--- src/rtl/vga_timing_pkg.sv ---
// Shared timing constants for the VGA generator: 640x480 @ 60 Hz defaults
// and the default coordinate and frame-counter widths.
package vga_timing_pkg;

  localparam int H_ACTIVE_DEF = 640;
  localparam int H_FP_DEF     = 16;
  localparam int H_SYNC_DEF   = 96;
  localparam int H_BP_DEF     = 48;

  localparam int V_ACTIVE_DEF = 480;
  localparam int V_FP_DEF     = 10;
  localparam int V_SYNC_DEF   = 2;
  localparam int V_BP_DEF     = 33;

  localparam bit SYNC_POL_DEF = 1'b0;
  localparam int CW_DEF       = 16;
  localparam int FCW_DEF      = 8;

  function automatic int axis_total(input int active, input int fp, input int sync, input int bp);
    return active + fp + sync + bp;
  endfunction

endpackage

--- src/rtl/timing_axis.sv ---
// One timing axis (horizontal or vertical): a wrapping counter with registered
// sync/active decodes that always describe the count presented in the same cycle.
module timing_axis
  import vga_timing_pkg::*;
#(
  parameter int ACTIVE = H_ACTIVE_DEF,
  parameter int FP     = H_FP_DEF,
  parameter int SYNC   = H_SYNC_DEF,
  parameter int BP     = H_BP_DEF,
  parameter int CW     = CW_DEF
) (
  input  logic          clk,
  input  logic          reset_n,
  input  logic          advance,
  input  logic          restart,
  output logic [CW-1:0] count,
  output logic          sync,
  output logic          active,
  output logic          terminal
);

  localparam int            TOTAL      = axis_total(ACTIVE, FP, SYNC, BP);
  localparam logic [CW-1:0] LAST       = CW'(TOTAL - 1);
  localparam logic [CW-1:0] SYNC_START = CW'(ACTIVE + FP);
  localparam logic [CW-1:0] SYNC_END   = CW'(ACTIVE + FP + SYNC - 1);
  localparam logic [CW-1:0] ACT_END    = CW'(ACTIVE);

  logic [CW-1:0] count_reg;
  logic [CW-1:0] count_next;
  logic          sync_reg;
  logic          active_reg;

  assign terminal = (count_reg == LAST);

  always_comb begin
    count_next = count_reg;
    if (restart) begin
      count_next = '0;
    end else if (advance) begin
      count_next = terminal ? '0 : count_reg + CW'(1);
    end
  end

  // Decodes are taken from the next count so they land together with it.
  always_ff @(posedge clk or negedge reset_n) begin
    if (!reset_n) begin
      count_reg  <= '0;
      sync_reg   <= 1'b0;
      active_reg <= 1'b1;
    end else begin
      count_reg  <= count_next;
      sync_reg   <= (count_next >= SYNC_START) && (count_next <= SYNC_END);
      active_reg <= (count_next < ACT_END);
    end
  end

  assign count  = count_reg;
  assign sync   = sync_reg;
  assign active = active_reg;

endmodule

--- src/rtl/vga_timing_gen.sv ---
// VGA raster timing generator: x/y coordinates, sync and data-enable decodes,
// line/frame strobes and a completed-frame counter, advanced by a pixel enable.
module vga_timing_gen
  import vga_timing_pkg::*;
#(
  parameter int H_ACTIVE = H_ACTIVE_DEF,
  parameter int H_FP     = H_FP_DEF,
  parameter int H_SYNC   = H_SYNC_DEF,
  parameter int H_BP     = H_BP_DEF,
  parameter int V_ACTIVE = V_ACTIVE_DEF,
  parameter int V_FP     = V_FP_DEF,
  parameter int V_SYNC   = V_SYNC_DEF,
  parameter int V_BP     = V_BP_DEF,
  parameter bit SYNC_POL = SYNC_POL_DEF,
  parameter int CW       = CW_DEF,
  parameter int FCW      = FCW_DEF
) (
  input  logic           clk,
  input  logic           reset_n,
  input  logic           pix_en,
  input  logic           restart,
  output logic [CW-1:0]  x,
  output logic [CW-1:0]  y,
  output logic           hsync,
  output logic           vsync,
  output logic           de,
  output logic           line_end,
  output logic           frame,
  output logic [FCW-1:0] frame_count
);

  localparam logic [CW-1:0] X_LAST_ACT = CW'(H_ACTIVE - 1);
  localparam logic [CW-1:0] Y_LAST_ACT = CW'(V_ACTIVE - 1);

  logic           h_sync, h_active, h_term;
  logic           v_sync, v_active, v_term;
  logic           v_adv;
  logic           wrap;
  logic [FCW-1:0] frame_count_reg;

  assign v_adv = pix_en & h_term;

  timing_axis #(
    .ACTIVE(H_ACTIVE), .FP(H_FP), .SYNC(H_SYNC), .BP(H_BP), .CW(CW)
  ) u_h_axis (
    .clk      (clk),
    .reset_n  (reset_n),
    .advance  (pix_en),
    .restart  (restart),
    .count    (x),
    .sync     (h_sync),
    .active   (h_active),
    .terminal (h_term)
  );

  timing_axis #(
    .ACTIVE(V_ACTIVE), .FP(V_FP), .SYNC(V_SYNC), .BP(V_BP), .CW(CW)
  ) u_v_axis (
    .clk      (clk),
    .reset_n  (reset_n),
    .advance  (v_adv),
    .restart  (restart),
    .count    (y),
    .sync     (v_sync),
    .active   (v_active),
    .terminal (v_term)
  );

  assign hsync = SYNC_POL ? h_sync : ~h_sync;
  assign vsync = SYNC_POL ? v_sync : ~v_sync;
  assign de    = h_active & v_active;

  // A restart in the same cycle wins over the strobes and the frame increment.
  assign line_end = pix_en & h_term & ~restart;
  assign frame    = pix_en & ~restart & (x == X_LAST_ACT) & (y == Y_LAST_ACT);
  assign wrap     = pix_en & h_term & v_term & ~restart;

  always_ff @(posedge clk or negedge reset_n) begin
    if (!reset_n) begin
      frame_count_reg <= '0;
    end else if (wrap) begin
      frame_count_reg <= frame_count_reg + FCW'(1);
    end
  end

  assign frame_count = frame_count_reg;

endmodule

--- config.mk ---
export PLATFORM = sky130hd
export DESIGN_NAME = vga_timing_gen
export DESIGN_NICKNAME = d
export VERILOG_FILES = /design/src/rtl/vga_timing_pkg.sv /design/src/rtl/timing_axis.sv /design/src/rtl/vga_timing_gen.sv
export SDC_FILE = /design/constraint.sdc
export NUM_CORES = 1
export LEC_CHECK = 0
export CAP_MARGIN = 20
export CORE_ASPECT_RATIO = 0.7
export CORE_UTILIZATION = 56
export CTS_CLUSTER_DIAMETER = 40
export DETAILED_ROUTE_END_ITERATION = 10
export PLACE_DENSITY = 0.88
export SYNTH_ARGS = -nofsm -noshare
export SYNTH_HDL_FRONTEND = slang
export SYNTH_SLANG_ARGS = --single-unit
export TNS_END_PERCENT = 100
--- constraint.sdc ---
create_clock -name clk -period 7 [get_ports clk]
set_input_delay 2.1 -clock clk [delete_from_list [all_inputs] [get_ports clk]]
set_output_delay 2.1 -clock clk [all_outputs]
set_load 0.02 [all_outputs]
==> results.json <==
{
  "status": "complete, no violations",
  "setup_viol": 0,
  "n_fill_cell": 339,
  "avgSynthCellArea_sq_um": 9.275,
  "cts_sinks": 44,
  "ys_top_cells_by_area": "dfrtp_1, xnor2_1, nand3_1",
  "syn-instance-count": 281,
  "ant_nets": 0,
  "cp.arrival_ns": 4.08,
  "vias": 2461,
  "seq_area_frac_synth_pct": 42.34,
  "synth_nets": 289,
  "cts_tree": "done",
  "dieArea_sq_um": 4935,
  "fin_tns_setup_ns": 0,
  "power_leakage_nw": 1.224,
  "layout.nets": 336,
  "clk_latency_ns": 0.31,
  "cts.clk_slew.worst_paths_ns": 0.08,
  "wl_um": 6553,
  "finalHoldViolCount": 0,
  "cap_violations": 0,
  "first_iter_violations": 360,
  "critical_path_class": "in -> out",
  "yosysTopAreaCell": "dfrtp_1",
  "most-common-layout-cells": "clkdlybuf4s50_1, dfrtp_1, nor2_1",
  "antenna_found_initial": 0,
  "power_density_nw_per_um2": 138.0,
  "start_kind": "primary input",
  "ir_drop_uv": 131.4,
  "final_common_cell": "clkdlybuf4s50_1",
  "dp_hpwl_um": 4776,
  "yosys_warnings": 0,
  "synthArstFlopShare_pct": 100.0,
  "ys_types": 49,
  "cts_buffers": 5,
  "fin_crit_sh_pct": 88.28,
  "grt_max_degree": 45,
  "core_sq_um": 4404,
  "finalNonFillerCells": 384,
  "cts_hold_buf": 0,
  "post-route-drc-count": 0,
  "min_period_ns": 6.180,
  "grt_pass1_vias": 2224,
  "worst_slew_pin_slew_ns": 0.9591,
  "synth-edff-count": 0,
  "cts_setup_buffers": 0,
  "clk_path_buf_depth": 2,
  "syn_area_sq_um": 2606,
  "synth_top_area_share_pct": 40.33,
  "critical_path_required_ns": 4.90,
  "wl_per_cell_um": 17.07,
  "finClkSkew_ns": 0.01056,
  "start_util_pct": 59.18,
  "dr.pass1.iters": 5,
  "grt_overflow_total": 0,
  "endpoint_kind": "output port",
  "grt_pass1_wl_um": 10700,
  "ys_ff_latch": 44,
  "portBuffers": 48,
  "h-tree-depth": 2,
  "fmax_mhz": 161.8,
  "cts.repair.resized": 0,
  "clockRootBuffer": "clkbuf_8",
  "gp_congestion": 0.9776,
  "ys.flop_type": "dfrtp_1",
  "dp_cells": 376,
  "min_path_type": "reg -> reg",
  "dieWidth_um": 83.54,
  "die_h_um": 59.08,
  "layout-drive-gt1-share_pct": 6.383,
  "viasPerCell": 6.409,
  "critPathMaxFanout": 12,
  "row_count": 20,
  "slew_headroom_pct": 36.06,
  "rsz0062_at_grt": "no",
  "syn_to_final_growth_pct": 23.43,
  "diodes": 0,
  "grt.total_usage_pct": 28.39,
  "ios": 49,
  "slew_violations": 0
}
[worst max-delay path, stage by stage]
cell and delay (ns):
clkdlybuf4s50_1 0.65, and2_1 0.44, nand2_1 0.17, nor2_1 0.11, clkdlybuf4s50_1 0.60
[through the flow]
stage | instance area, sq um | hold slack, ns | utilization (%) | total power, mW | worst slack [ns]
floorplan | 2606 | 0.5777 | - | 0.2705 | 1.578
global placement | 3123 | 0.4586 | 70.91 | 0.2816 | 0.8844
detailed placement | 3123 | 0.4665 | 70.91 | 0.2819 | 0.8768
CTS | 3217 | 0.4863 | 73.04 | 0.4452 | 0.8679
global route | 3217 | 0.5024 | 73.04 | 0.4605 | 0.7332
finish | 3217 | 0.4824 | 73.04 | 0.4440 | 0.8202
[synthesized netlist by cell type, types with 3 or more instances]
cell type / count
a211o_1: 3
a21oi_1: 8
a31oi_1: 3
and2_1: 5
and3_1: 5
and4_1: 5
and4b_1: 4
buf_2: 4
clkbuf_1: 6
dfrtp_1: 42
ha_1: 4
inv_1: 11
nand2_1: 16
nand2b_1: 3
nand3_1: 22
nand4_1: 14
nor2_1: 26
nor3_1: 9
nor4_1: 10
o21ai_0: 7
or2_2: 4
or3_1: 5
or4_1: 5
xnor2_1: 17
xor2_1: 10
[power breakdown]
part	switching, mW	internal (mW)
registers	0.00210	0.255
clock network	0.0871	0.0802
logic	0.0134	0.00604
[routing by layer]
metal / global-route usage, % / routed length, um / vias to the layer above
met1: 39.39 / 2962 / 1172
met2: 41.80 / 2793 / 139
met4: 9.443 / 87 / 0
met3: 10.31 / 710 / 13
met5: 0 / 0 / -
li1: - / - / 1137
[kinds of logic after synthesis]
logic type | after synthesis | synth area share, %
mux | 3 | 1.200
fa+ha+maj | 4 | 1.920
simple gates | 144 | 32.36
flops | 44 | 42.34
xor+xnor | 27 | 9.073
buf+inv | 21 | 3.216
compound gates | 38 | 9.890
[path summary, 6_finish.rpt]
| check | startpoint | endpoint | slack, ns | cells after the start |
|---|---|---|---|---|
| min in group asynchronous | reset_n | u_v_axis.count[0]$_DFF_PN0_ | 1.94 | 1 |
| worst max-delay path | pix_en | line_end | 0.82 | 5 |
| worst max register to register | u_h_axis.count[0]$_DFF_PN0_ | frame_count[6]$_DFFE_PN0P_ | 3.88 | 7 |
| worst min-delay path | frame_count[7]$_DFFE_PN0P_ | frame_count[7]$_DFFE_PN0P_ | 0.48 | 1 |
| max in group asynchronous | reset_n | u_h_axis.count[13]$_DFF_PN0_ | 4.46 | 1 |
| worst min register to register | frame_count[7]$_DFFE_PN0P_ | frame_count[7]$_DFFE_PN0P_ | 0.48 | 1 |
[cell type report]
| class | instances | area (sq um) | area share (%) |
|---|---|---|---|
| well taps | 55 | 68.82 | 2.139 |
| clock inverters | 1 | 7.507 | 0.2334 |
| clock buffers | 7 | 86.33 | 2.684 |
| repair buffers | 50 | 490.5 | 15.25 |
| flip-flops and latches | 44 | 1104 | 34.31 |
| inverters | 11 | 41.29 | 1.284 |
| multi-input cells | 216 | 1419 | 44.11 |
No activity file was read; power rests on OpenSTA's default activity.
